### src/rtl/vga_cons_pkg.sv
// vga_cons_pkg: shared register map, drain FSM states and status bit positions for the text console controller
package vga_cons_pkg;
  localparam logic [1:0] REG_DATA = 2'd0;
  localparam logic [1:0] REG_STATUS = 2'd1;
  localparam logic [1:0] REG_CTRL = 2'd2;
  localparam logic [6:0] BLANK_CHAR_DEF = 7'h20;
  localparam int ST_EMPTY = 0;
  localparam int ST_FULL = 1;
  localparam int ST_CLEARING = 2;
  localparam int ST_IRQ_EN = 3;
  localparam int ST_LEVEL_LSB = 8;
  typedef enum logic [2:0] {S_IDLE, S_ISSUE, S_SETTLE, S_WAIT, S_CLEAR} state_t;
endpackage

### src/rtl/vga_cons_fifo.sv
// vga_cons_fifo: synchronous character FIFO with flush and fill-level output
module vga_cons_fifo
  import vga_cons_pkg::*;
#(
  parameter int DEPTH = 16,
  parameter int WIDTH = 7,
  localparam int AW = $clog2(DEPTH),
  localparam int LW = AW + 1
) (
  input  logic             HCLK,
  input  logic             HRESETn,
  input  logic             push,
  input  logic             pop,
  input  logic             flush,
  input  logic [WIDTH-1:0] din,
  output logic [WIDTH-1:0] dout,
  output logic             full,
  output logic             empty,
  output logic [LW-1:0]    level
);
  logic [WIDTH-1:0] mem [DEPTH];
  logic [AW-1:0] rd_ptr, wr_ptr;
  assign dout = mem[rd_ptr];
  assign full = level == LW'(DEPTH);
  assign empty = level == '0;
  always_ff @(posedge HCLK)
    if (push) mem[wr_ptr] <= din;
  always_ff @(posedge HCLK or negedge HRESETn)
    if (!HRESETn) begin
      rd_ptr <= '0;
      wr_ptr <= '0;
      level <= '0;
    end else if (flush) begin
      rd_ptr <= '0;
      wr_ptr <= '0;
      level <= '0;
    end else begin
      if (push) wr_ptr <= wr_ptr + 1'b1;
      if (pop) rd_ptr <= rd_ptr + 1'b1;
      level <= level + LW'(push) - LW'(pop);
    end
endmodule

### src/rtl/vga_text_console_ctrl.sv
// vga_text_console_ctrl: AHB-Lite character FIFO, clear sequencer and paced tile-memory writer for text_screen_gen
// Optional irq output and CTRL[1] irq enable when VGA_CONS_IRQ_EN is defined.
module vga_text_console_ctrl
  import vga_cons_pkg::*;
#(
  parameter int FIFO_DEPTH = 16,
  parameter int COLS = 80,
  parameter int ROWS = 30,
  parameter logic [6:0] BLANK_CHAR = BLANK_CHAR_DEF
) (
  input  logic        HCLK,
  input  logic        HRESETn,
  input  logic        HSEL,
  input  logic        HREADY,
  input  logic [31:0] HADDR,
  input  logic [1:0]  HTRANS,
  input  logic        HWRITE,
  input  logic [2:0]  HSIZE,
  input  logic [31:0] HWDATA,
  output logic        HREADYOUT,
  output logic [31:0] HRDATA,
  output logic        HRESP,
  input  logic        gen_busy,
  output logic        char_wen,
`ifdef VGA_CONS_IRQ_EN
  output logic [6:0]  char_data,
  output logic        irq
`else
  output logic [6:0]  char_data
`endif
);
  localparam int TOTAL = COLS * ROWS;
  localparam int CW = TOTAL > 1 ? $clog2(TOTAL) : 1;
  localparam int LW = $clog2(FIFO_DEPTH) + 1;
  logic dp_wr, dp_rd;
  logic [1:0] dp_addr;
  logic data_wr, ctrl_wr, flush, push, pop, full, empty, irq_en;
  logic [6:0] head;
  logic [LW-1:0] level;
  logic [31:0] status;
  state_t state;
  logic clear_pending, clearing;
  logic [CW-1:0] cnt;
  logic unused_bits;
  assign unused_bits = ^{HADDR[31:4], HADDR[1:0], HTRANS[0], HSIZE, HWDATA[31:7]};
  assign data_wr = dp_wr && dp_addr == REG_DATA;
  assign ctrl_wr = dp_wr && dp_addr == REG_CTRL;
  assign flush = ctrl_wr && HWDATA[0];
  assign pop = state == S_IDLE && !clear_pending && !empty && !gen_busy;
  // A write into a full FIFO waits for a pop; same-cycle pop lets it through.
  assign push = data_wr && (!full || pop);
  assign HREADYOUT = !(data_wr && full && !pop);
  assign HRESP = 1'b0;
  assign HRDATA = dp_rd && dp_addr == REG_STATUS ? status : '0;
  always_comb begin
    status = '0;
    status[ST_LEVEL_LSB +: 8] = 8'(level);
    status[ST_IRQ_EN] = irq_en;
    status[ST_CLEARING] = clearing || clear_pending;
    status[ST_FULL] = full;
    status[ST_EMPTY] = empty;
  end
  vga_cons_fifo #(.DEPTH(FIFO_DEPTH), .WIDTH(7)) u_fifo (
    .HCLK(HCLK), .HRESETn(HRESETn), .push(push), .pop(pop), .flush(flush),
    .din(HWDATA[6:0]), .dout(head), .full(full), .empty(empty), .level(level)
  );
  always_ff @(posedge HCLK or negedge HRESETn)
    if (!HRESETn) begin
      dp_wr <= 1'b0;
      dp_rd <= 1'b0;
      dp_addr <= '0;
    end else if (HREADY) begin
      dp_wr <= HSEL && HTRANS[1] && HWRITE;
      dp_rd <= HSEL && HTRANS[1] && !HWRITE;
      dp_addr <= HADDR[3:2];
    end
  // Clear blanks reuse ISSUE/SETTLE/WAIT; a clear request arriving mid-clear restarts from IDLE.
  always_ff @(posedge HCLK or negedge HRESETn)
    if (!HRESETn) begin
      state <= S_IDLE;
      char_wen <= 1'b0;
      char_data <= '0;
      clear_pending <= 1'b0;
      clearing <= 1'b0;
      cnt <= '0;
    end else begin
      char_wen <= 1'b0;
      case (state)
        S_IDLE:
          if (clear_pending) begin
            state <= S_CLEAR;
            clearing <= 1'b1;
            clear_pending <= 1'b0;
            cnt <= '0;
          end else if (pop) begin
            state <= S_ISSUE;
            char_wen <= 1'b1;
            char_data <= head;
          end
        S_CLEAR: begin
          state <= S_ISSUE;
          char_wen <= 1'b1;
          char_data <= BLANK_CHAR;
        end
        S_ISSUE: state <= S_SETTLE;
        S_SETTLE: state <= S_WAIT;
        S_WAIT:
          if (!gen_busy) begin
            if (clearing && !clear_pending && cnt != CW'(TOTAL - 1)) begin
              cnt <= cnt + 1'b1;
              state <= S_CLEAR;
            end else begin
              clearing <= 1'b0;
              state <= S_IDLE;
            end
          end
        default: state <= S_IDLE;
      endcase
      if (flush) clear_pending <= 1'b1;
    end
`ifdef VGA_CONS_IRQ_EN
  always_ff @(posedge HCLK or negedge HRESETn)
    if (!HRESETn) begin
      irq_en <= 1'b0;
      irq <= 1'b0;
    end else begin
      if (ctrl_wr) irq_en <= HWDATA[1];
      irq <= irq_en && level <= LW'(FIFO_DEPTH / 2) && !(clearing || clear_pending);
    end
`else
  assign irq_en = 1'b0;
`endif
endmodule

### config.mk
export PLATFORM = sky130hd
export DESIGN_NAME = vga_text_console_ctrl
export DESIGN_NICKNAME = d
export VERILOG_FILES = /design/src/rtl/vga_cons_pkg.sv /design/src/rtl/vga_cons_fifo.sv /design/src/rtl/vga_text_console_ctrl.sv
export SDC_FILE = /design/constraint.sdc
export NUM_CORES = 1
export LEC_CHECK = 0
export ABC_AREA = 1
export CAP_MARGIN = 10
export CORE_MARGIN = 8
export CORE_UTILIZATION = 54
export CTS_CLUSTER_DIAMETER = 40
export DETAILED_ROUTE_END_ITERATION = 8
export PLACE_DENSITY_LB_ADDON = 0.15
export SLEW_MARGIN = 20
export SYNTH_ARGS = -nofsm -noshare
export SYNTH_HDL_FRONTEND = slang
export SYNTH_HIERARCHICAL = 1
export SYNTH_SLANG_ARGS = --single-unit
### constraint.sdc
create_clock -name HCLK -period 3 [get_ports HCLK]
set_input_delay 0.45 -clock HCLK [delete_from_list [all_inputs] [get_ports HCLK]]
set_output_delay 0.45 -clock HCLK [all_outputs]
set_load 0.1 [all_outputs]
# After elaboration in Yosys (flattened, before gate mapping)
# Memory sizes are Yosys's and may differ from the RTL's.
# Cells that the tools add are included.
# W data, S select, Z words.
# totals
regBits	42
latchBits	0
ramBits	112
romBits	0
inputBits	75
n_memories	1
# memory_table
memory	depth	width	read_ports	rd_clocked_by_memory_dff	wr	line_no	rtl
u_fifo.mem	16	7	1	0	1	vga_cons_fifo.sv:21	logic [WIDTH-1:0] mem [DEPTH];
# op_classes
add_sub_neg	5
multipliers	0
div_mod_pow	0
n_lt_le_gt_ge	0
eq_ne	15
shift	0
muxes	29
bitwise	0
n_reduce_logical	36
# op_table
op	n
$mux W12	3
$pmux W12 S2	1
$mux W4	4
$logic_and A1 B1 Y1	15
$pmux W3 S5	1
$mux W7	2
$pmux W7 S2	1
$mux W13	1
$add A12 B1 Y12 const B	1
$mux W3	4
$ne A12 B12 Y1 const B	1
$ne A2 B2 Y1 const B	6
$reduce_bool A2 Y1	5
$mux W1	9
$add A4 B1 Y4 const B	2
$reduce_and A4 Y1	2
$logic_not A1 Y1	7
$eq A3 B2 Y1 const B	2
$add A5 B1 Y5	1
$eq A5 B5 Y1 const B	1
$logic_not A5 Y1	1
$mux W5	1
$sub A5 B1 Y5	1
$pmux W1 S2	2
10 further kinds	11

# Logic depth before layout (Yosys ltp)
# Gate-level depths: netlist (run 1).
# logic_depth
word_depth	9
depth_mapped	19
mapped_depth_nobuf	19

# By module
# The synthesis (run 1) kept the hierarchy.
# by_module_without_submodules
module	instances	cells_per_inst	area_per_inst_um2	seq_area_each_um2
vga_cons_fifo	1	568	5660.4	3688.5
vga_text_console_ctrl	1	253	1846.8	725.7

# Worst setup path after synthesis (run 1)
# OpenSTA, ideal clock, no wires.
# synth_timing
path_kind	flip-flop to output port
from	register u_fifo.level[3]
to	output HRDATA[1]
arrival_time_ps	2117
required_ps	2550
slack_ps	433
stages_incl_launch_ff	7
path_cell_list	dfrtp_1 inv_1 ha_1 nand3_1 nor2_1 inv_1 nor2_1
# synth_via
elab_chain_len	2
# synth_lines
element	line_no	rtl
from (decl)	vga_cons_fifo.sv:19	output logic [LW-1:0] level
from (signal assigned)	vga_cons_fifo.sv:40	level <= level + LW'(push) - LW'(pop);
$eq A5 B5 Y1	vga_cons_fifo.sv:24	assign full = level == LW'(DEPTH);
named net full	vga_text_console_ctrl.sv:37	logic data_wr, ctrl_wr, flush, push, pop, full, empty, irq_en;
$mux W13	vga_text_console_ctrl.sv:54	assign HRDATA = dp_rd && dp_addr == REG_STATUS ? status : '0;
to (decl)	vga_text_console_ctrl.sv:21	output logic [31:0] HRDATA,
# The timed path passes the listed nets, and every way through them passes these cells.

# Worst setup path after layout (run 1)
# layout_timing
from	register u_fifo.level[2]
to	register u_fifo.level[4]
# layout_via
elab_chain_len	9
# layout_lines
element	line_no	rtl
$logic_not A5 Y1 *	vga_cons_fifo.sv:25	assign empty = level == '0;
named net empty	vga_text_console_ctrl.sv:37	
$logic_not A1 Y1 *	vga_text_console_ctrl.sv:49	assign pop = state == S_IDLE && !clear_pending && !empty && !gen_busy;
$logic_and A1 B1 Y1 * (2 in a row)	vga_text_console_ctrl.sv:49	
named net pop	vga_text_console_ctrl.sv:37	
$logic_or A1 B1 Y1	vga_text_console_ctrl.sv:51	assign push = data_wr && (!full || pop);
$logic_and A1 B1 Y1	vga_text_console_ctrl.sv:51	
$add A5 B1 Y5	vga_cons_fifo.sv:40	
$sub A5 B1 Y5 *	vga_cons_fifo.sv:40	
$mux W5 *	vga_cons_fifo.sv:33	end else if (flush) begin
# Mark *: on every way through the listed nets, which the timed path passes. The rest lies on a longest branch.
# A chain may end at the register's enable or synchronous reset.

==> results of run 1 <==
-- cells in the mapped netlist --
cell type    n
a21boi_0     1
a21oi_1     15
a31oi_2      1
buf_2        9
buf_4       28
buf_6        8
clkbuf_1     6
clkbuf_8     1
conb_1       1
dfrtp_1     42
edfxtp_1   112
fa_1         1
ha_1        12
inv_1      142
inv_2        3
nand2_1    230
nand2_2      2
nand2_4      2
nand3_1    109
nand3_2      2
nand4_1      1
nor2_1      59
nor2_2       5
nor3_1       3
nor3b_1      1
o21a_1       2
o21ai_0     16
o21ai_2      1
o221ai_1     1
o22a_1       1
o22ai_1      1
o31ai_1      1
xor2_1       2
-- metrics by stage --
step	cell area (um^2)	utilization	hold WS (ns)
5_1_grt	8510	0.620	0.0485
3_5_place_dp	7880	0.574	0.491
3_3_place_gp	7880	0.574	0.481
4_1_cts	8500	0.619	0.214
2_1_floorplan	7600	-	0.154
6_report	8510	0.620	0.00955
-- where the power goes --
| part | internal [uW] | switching [uW] | total, uW |
|---|---|---|---|
| registers | 2480 | 194 | 2670 |
| logic | 737 | 2030 | 2760 |
| clock network | 1410 | 838 | 2250 |
-- layer usage --
layer | GRT usage | part of all wire | vias to the layer above
met5 | 0 | 0 | -
met4 | 0.0880 | 0.027 | 0
met3 | 0.0524 | 0.062 | 28
met2 | 0.316 | 0.49 | 172
met1 | 0.224 | 0.42 | 2512
li1 | - | - | 2639
-- layout make-up --
cell class	count	area share
Sequential cell	154	0.519
Multi-Input combinational cell	494	0.266
Inverter	145	0.0640
Clock buffer	20	0.0525
Timing Repair Buffer	54	0.0518
Tap cell	180	0.0265
Clock inverter	12	0.0203
-- worst paths after layout --
check / from / to / cells past startpoint
worst max-delay path: u_fifo/level[2] / u_fifo/level[4] / 19
worst min-delay path: HRESETn / char_data[6] / 1
worst max register to register: u_fifo/level[2] / u_fifo/level[4] / 19
worst min register to register: cnt[9] / cnt[9] / 2
max in group asynchronous: HRESETn / u_fifo/wr_ptr[1] / 1
min in group HCLK: cnt[9] / cnt[9] / 2
-- cells by family (layout without fill, tap and decap cells) --
group,Yosys count,after routing,share of synthesized area
and+or+nand+nor,414,414,0.232
buffers and inverters,197,231,0.123
DFF,154,154,0.588
AOI/OAI and AO/OA,40,40,0.0307
adders and majority gates,13,13,0.0227
xor gates and xnor gates,2,2,0.00233
other,1,25,0.000500
-- what timing repair did --
action	CTS	global route
setup buffers	0	0
setup endpoints to repair	0	1
gates resized for setup	0	2
-- sequential cells by signal (all words and copies together) (netlist names) --
name / flops
u_fifo/level: 5
state: 3
dp_addr: 2
u_fifo/mem: 112
clearing: 1
u_fifo/wr_ptr: 4
dp_wr: 1
dp_rd: 1
cnt: 12
clear_pending: 1
char_wen: 1
u_fifo/rd_ptr: 4
char_data: 7
==> impl_metrics.env, run 1 <==
export IMPL_rsz0062_at_grt="false"
export IMPL_cp_cell_sequence="inv_1 > ha_1 > nand3_1 > nor2_2 > nor2_1 > nand2_2 > inv_1 > ha_1 > inv_1 > ha_1 > inv_1 > fa_1 > inv_1 > nand2_1 > nand2_1 > a21oi_1 > nand2_1 > nand2_1 > nor2_1"
export IMPL_synth_top_cell_area_share=0.448
export IMPL_rows=43
export IMPL_instances_no_fill=1059
export IMPL_total_power_uw=7680
export IMPL_cp_max_fo=5
export IMPL_core_area_um2=13700
export IMPL_synth_area_leaders="edfxtp_1 45%, dfrtp_1 14%, nand2_1 12%"
export IMPL_fillCellCount=1148
export IMPL_num_antenna_cells=0
export IMPL_yosysSeqAreaShare=0.588
export IMPL_cts_made_buffers=17
export IMPL_arrival_ns=3.02
export IMPL_finalSetupViolCount=0
export IMPL_overflow=0
export IMPL_ys_types=33
export IMPL_setup_ws_ns=0.330
export IMPL_seqCellArea_um2=4410
export IMPL_die_area_um2=17900
export IMPL_grt_max_degree=60
export IMPL_start_util=0.547
export IMPL_die_h_um=134
export IMPL_postRouteWirelength_um=16200
export IMPL_routedWlPerCell_um=15.3
export IMPL_fin_crit_sh=0.890
export IMPL_critPathMostFrequentCell="inv_1"
export IMPL_die_x_um=134
export IMPL_post_route_drc_count=0
export IMPL_cap_viol_max_count=0
export IMPL_drtIter0Drc=354
export IMPL_multiInputGateArea_um2=2260
export IMPL_dp_cells=1027
export IMPL_final_cell_mix="229 x nand2_1, 142 x inv_1, 112 x edfxtp_1"
export IMPL_avgSynthCellArea_um2=9.14
export IMPL_cts_htree_levels=4
export IMPL_place_ws_ns=0.209
export IMPL_clock_latency_ns=0.42
export IMPL_io_buffers=32
export IMPL_slew_viol_final=0
export IMPL_clock_root_buffer="clkbuf_16"
export IMPL_crit_family="adder cells"
export IMPL_final_min_clock_period_ns=2.67
export IMPL_peakVddDrop_v=0.000623
export IMPL_final_common_cell="nand2_1"
export IMPL_ys_ff_latch=154
export IMPL_clk_pin_slew_ns=0.06
export IMPL_tightest_slew_ns=0.828
export IMPL_hold_buffers=0
export IMPL_synth_largest_area_cell="edfxtp_1"
export IMPL_cp_required_ns=3.35
export IMPL_yosys_warnings=6
export IMPL_critPathKind="reg -> reg"
export IMPL_r2r_setup_slack_ns=0.33
export IMPL_synthesis_area_um2=7510
export IMPL_syn_inst=821
export IMPL_fin_setup_tns_ns=0
export IMPL_slew_limit_headroom=0.447
export IMPL_io_pins=117
export IMPL_status="finished, final reports clean"
export IMPL_cpPeakStageDelay_ns=0.41
export IMPL_globalRouteTotalUtil=0.189
export IMPL_vias=5351
export IMPL_p_leak_uw=0.00392
export IMPL_worstHoldPathType="in -> async"
export IMPL_gp_congestion=0.855
export IMPL_start_kind="register"
export IMPL_vias_per_cell=5.05
export IMPL_clk_path_buf_depth=2
export IMPL_drive_gt1_frac=0.100
export IMPL_hpwl_um=10400
export IMPL_final_antenna_net_count=0
export IMPL_timing_fmax_mhz=375
export IMPL_skew_ns=0.00607
export IMPL_clock_sinks=154
export IMPL_dr_pass1_iters=5
export IMPL_cts_tree="done"
export IMPL_antenna_found_initial=0
export IMPL_critPathCaptureType="register"
export IMPL_crit_buf_inv=5
export IMPL_grt_pass1_vias=5296
export IMPL_synthToLayoutAreaGrowth_pct=13.3
export IMPL_p_per_area_nw_per_um2=903
export IMPL_nets=954
export IMPL_final_hold_viol_count=0
export IMPL_grt_first_pass_wirelength_um=26300
export IMPL_cpMaxStageDelayCell="dfrtp_1"
Power figures use the tool's default switching activity.
==> inputs of run 2 (changes only) <==
--- a/config.mk
+++ b/config.mk
@@ -12,6 +12,7 @@
 export CTS_CLUSTER_DIAMETER = 40
 export DETAILED_ROUTE_END_ITERATION = 8
 export PLACE_DENSITY_LB_ADDON = 0.15
+export SKIP_LAST_GASP = 1
 export SLEW_MARGIN = 20
 export SYNTH_ARGS = -nofsm -noshare
 export SYNTH_HDL_FRONTEND = slang
==> results of run 2 <==
The final DEF is identical to that of run 1; final timing and power are the same.
==> inputs of run 3 (changes only) <==
--- a/config.mk
+++ b/config.mk
@@ -16,5 +16,4 @@
 export SLEW_MARGIN = 20
 export SYNTH_ARGS = -nofsm -noshare
 export SYNTH_HDL_FRONTEND = slang
-export SYNTH_HIERARCHICAL = 1
 export SYNTH_SLANG_ARGS = --single-unit
==> run 3 against run 2 <==
  * Design area fell by 2.8%
  * Critical endpoint is now u_fifo.level[4]
  * Sequential cell count did not move
  * Highest routed layer unchanged
  * Setup slack improved by 0.14 ns
  * Clock power fell by 8%
==> impl_metrics.env, run 3 <==
export IMPL_status="finished, final reports clean"
export IMPL_ys_ff_latch=154
export IMPL_yosysSeqAreaShare=0.612
export IMPL_p_per_area_nw_per_um2=889
export IMPL_final_cell_mix="259 x nand2_1, 112 x edfxtp_1, 86 x nand3_1"
export IMPL_largest_register="u_fifo.mem"
export IMPL_synthToLayoutAreaGrowth_pct=14.5
export IMPL_hold_buffers=0
export IMPL_dp_cells=961
export IMPL_slew_limit_headroom=0.511
export IMPL_final_min_clock_period_ns=2.53
export IMPL_r2r_setup_slack_ns=0.47
export IMPL_largest_registers="u_fifo.mem (112), cnt (12), char_data (7)"
export IMPL_critPathMostFrequentCell="inv_1"
export IMPL_drtIter0Drc=413
export IMPL_final_antenna_net_count=0
export IMPL_critPathCaptureType="register"
export IMPL_clk_path_buf_depth=2
export IMPL_cpPeakStageDelay_ns=0.36
export IMPL_ys_flop_type="edfxtp_1"
export IMPL_post_route_drc_count=0
export IMPL_nets=894
export IMPL_cts_htree_levels=4
export IMPL_clock_root_buffer="clkbuf_16"
export IMPL_finalSetupViolCount=0
export IMPL_syn_inst=757
export IMPL_vias=5117
export IMPL_arrival_ns=2.89
export IMPL_start_kind="register"
export IMPL_place_ws_ns=0.307
export IMPL_critPathKind="reg -> reg"
export IMPL_synth_area_leaders="edfxtp_1 47%, dfrtp_1 15%, nand2_1 13%"
export IMPL_core_area_um2=13100
export IMPL_io_pins=117
export IMPL_synth_async_sr_flop_share=0.273
export IMPL_routedWlPerCell_um=15.5
export IMPL_avgSynthCellArea_um2=9.54
export IMPL_power_frac_comb=0.355
export IMPL_worstHoldPathType="in -> async"
export IMPL_peakVddDrop_v=0.000531
export IMPL_power_frac_clock=0.282
export IMPL_postRouteWirelength_um=15400
export IMPL_antenna_found_initial=0
export IMPL_setup_ws_ns=0.467
export IMPL_start_util=0.549
export IMPL_largest_register_ffs=112
export IMPL_fillCellCount=1098
export IMPL_dr_pass1_iters=5
export IMPL_synth_top_cell_area_share=0.466
export IMPL_io_buffers=32
export IMPL_drive_gt1_frac=0.105
export IMPL_synthesis_area_um2=7220
export IMPL_p_leak_uw=0.00364
export IMPL_rows=42
export IMPL_gp_congestion=0.841
export IMPL_die_area_um2=17300
export IMPL_skew_ns=0.00983
export IMPL_tightest_slew_ns=0.731
export IMPL_fin_setup_tns_ns=0
export IMPL_clk_pin_slew_ns=0.06
export IMPL_fin_crit_sh=0.844
export IMPL_grt_first_pass_wirelength_um=25400
export IMPL_yosysMostFrequentCell="nand2_1"
export IMPL_cts_tree="done"
export IMPL_rsz0062_at_grt="false"
export IMPL_swShare=0.402
export IMPL_cpMaxStageDelayCell="dfrtp_1"
export IMPL_synth_edf_count=112
export IMPL_vias_per_cell=5.14
export IMPL_overflow=0
export IMPL_p_sw_uw=2950
export IMPL_cp_required_ns=3.35
export IMPL_cap_viol_max_count=0
export IMPL_cts_made_buffers=17
export IMPL_postCtsSetupBuffers=0
export IMPL_cp_max_fo=3
export IMPL_die_x_um=132
export IMPL_slew_viol_final=0
export IMPL_cts_repair_resized=0
export IMPL_final_hold_viol_count=0
export IMPL_globalRouteTotalUtil=0.187
export IMPL_hpwl_um=10100
export IMPL_grt_max_degree=43
export IMPL_final_common_cell="nand2_1"
export IMPL_instances_no_fill=995
export IMPL_clock_sinks=154
export IMPL_ys_types=36
export IMPL_timing_fmax_mhz=395
export IMPL_internal_power_uw=4400
export IMPL_yosys_warnings=0
export IMPL_cp_cell_sequence="inv_1 > ha_1 > nand3_1 > nand2_1 > nor2_1 > ha_1 > inv_1 > ha_1 > inv_1 > fa_1 > inv_1 > a21oi_1 > o21bai_1 > o21ai_0 > a21oi_1"
export IMPL_num_antenna_cells=0
export IMPL_synth_largest_area_cell="edfxtp_1"
export IMPL_clock_latency_ns=0.43
export IMPL_synthTopCellsByCount="259 x nand2_1, 112 x edfxtp_1, 86 x nand3_1"
export IMPL_die_h_um=132
export IMPL_grt_pass1_vias=5103
export IMPL_pwr_share_seq=0.363
-- run 3: cell types whose count changed in the layout (fill, tap and decap cells not counted), moves of 5 or more --
cell / before / now
nand2_1: 229 / 259
nor2_2: 6 / 1
nand3_1: 109 / 86
inv_1: 142 / 65
a21oi_1: 15 / 8
-- run 3: path summary, 6_finish.rpt --
kind                                      start          endpoint  cells after the start
max in group asynchronous               HRESETn  u_fifo.rd_ptr[0]                      3
min in group HCLK                        cnt[3]            cnt[3]                      2
worst max register to register  u_fifo.level[3]   u_fifo.level[4]                     15
worst max-delay path            u_fifo.level[3]   u_fifo.level[4]                     15
worst min-delay path                    HRESETn            cnt[9]                      2
worst min register to register           cnt[3]            cnt[3]                      2
-- run 3: cell type report --
| class | count | area, um^2 | area share |
|---|---|---|---|
| clock buffer | 18 | 429 | 0.0519 |
| multi-input combinational | 508 | 2330 | 0.282 |
| timing repair buffer | 55 | 460 | 0.0557 |
| tap | 176 | 220 | 0.0266 |
| clock inverter | 14 | 146 | 0.0177 |
| sequential | 154 | 4420 | 0.534 |
| inverter | 70 | 265 | 0.0321 |
-- run 3: cells by family after synthesis --
group | after synthesis | synth area share
compound gates | 38 | 0.0295
xor+xnor | 5 | 0.00607
fa+ha+maj | 13 | 0.0236
buf+inv | 119 | 0.0782
flops | 154 | 0.612
other cells | 1 | 0.000520
simple gates | 427 | 0.251
-- run 3: through the flow --
stage | instance area [um^2] | util | hold WS (ns) | total power, uW
6_report | 8270 | 0.629 | 0.456 | 7350
5_1_grt | 8270 | 0.629 | 0.484 | 7770
3_5_place_dp | 7660 | 0.583 | 0.488 | 5310
4_1_cts | 8240 | 0.627 | 0.197 | 7390
2_1_floorplan | 7310 | - | 0.154 | 4660
3_3_place_gp | 7660 | 0.583 | 0.484 | 5230
-- run 3: critical path: cells and delay by family, from the launching register on --
family / cells / cell delay (ns)
fa+ha+maj: 4 / 0.94
buf+inv: 4 / 0.28
simple gates: 3 / 0.35
compound gates: 4 / 0.50
flops: 1 / 0.36
-- run 3: metal layers --
| metal | vias to the layer above | global-route usage | share of wire |
|---|---|---|---|
| met2 | 145 | 0.314 | 0.51 |
| met3 | 30 | 0.0625 | 0.061 |
| met5 | - | 0 | 0 |
| li1 | 2525 | - | - |
| met1 | 2417 | 0.215 | 0.41 |
| met4 | 0 | 0.0772 | 0.020 |
-- run 3: power by group through the flow --
stage	combinational, uW	sequential (uW)	clock (uW)
after floorplan	1760	2900	0
after global routing	2890	2690	2190
after global placement	2530	2700	0
after CTS	2620	2670	2100
final	2610	2670	2070
after detailed placement	2600	2710	0
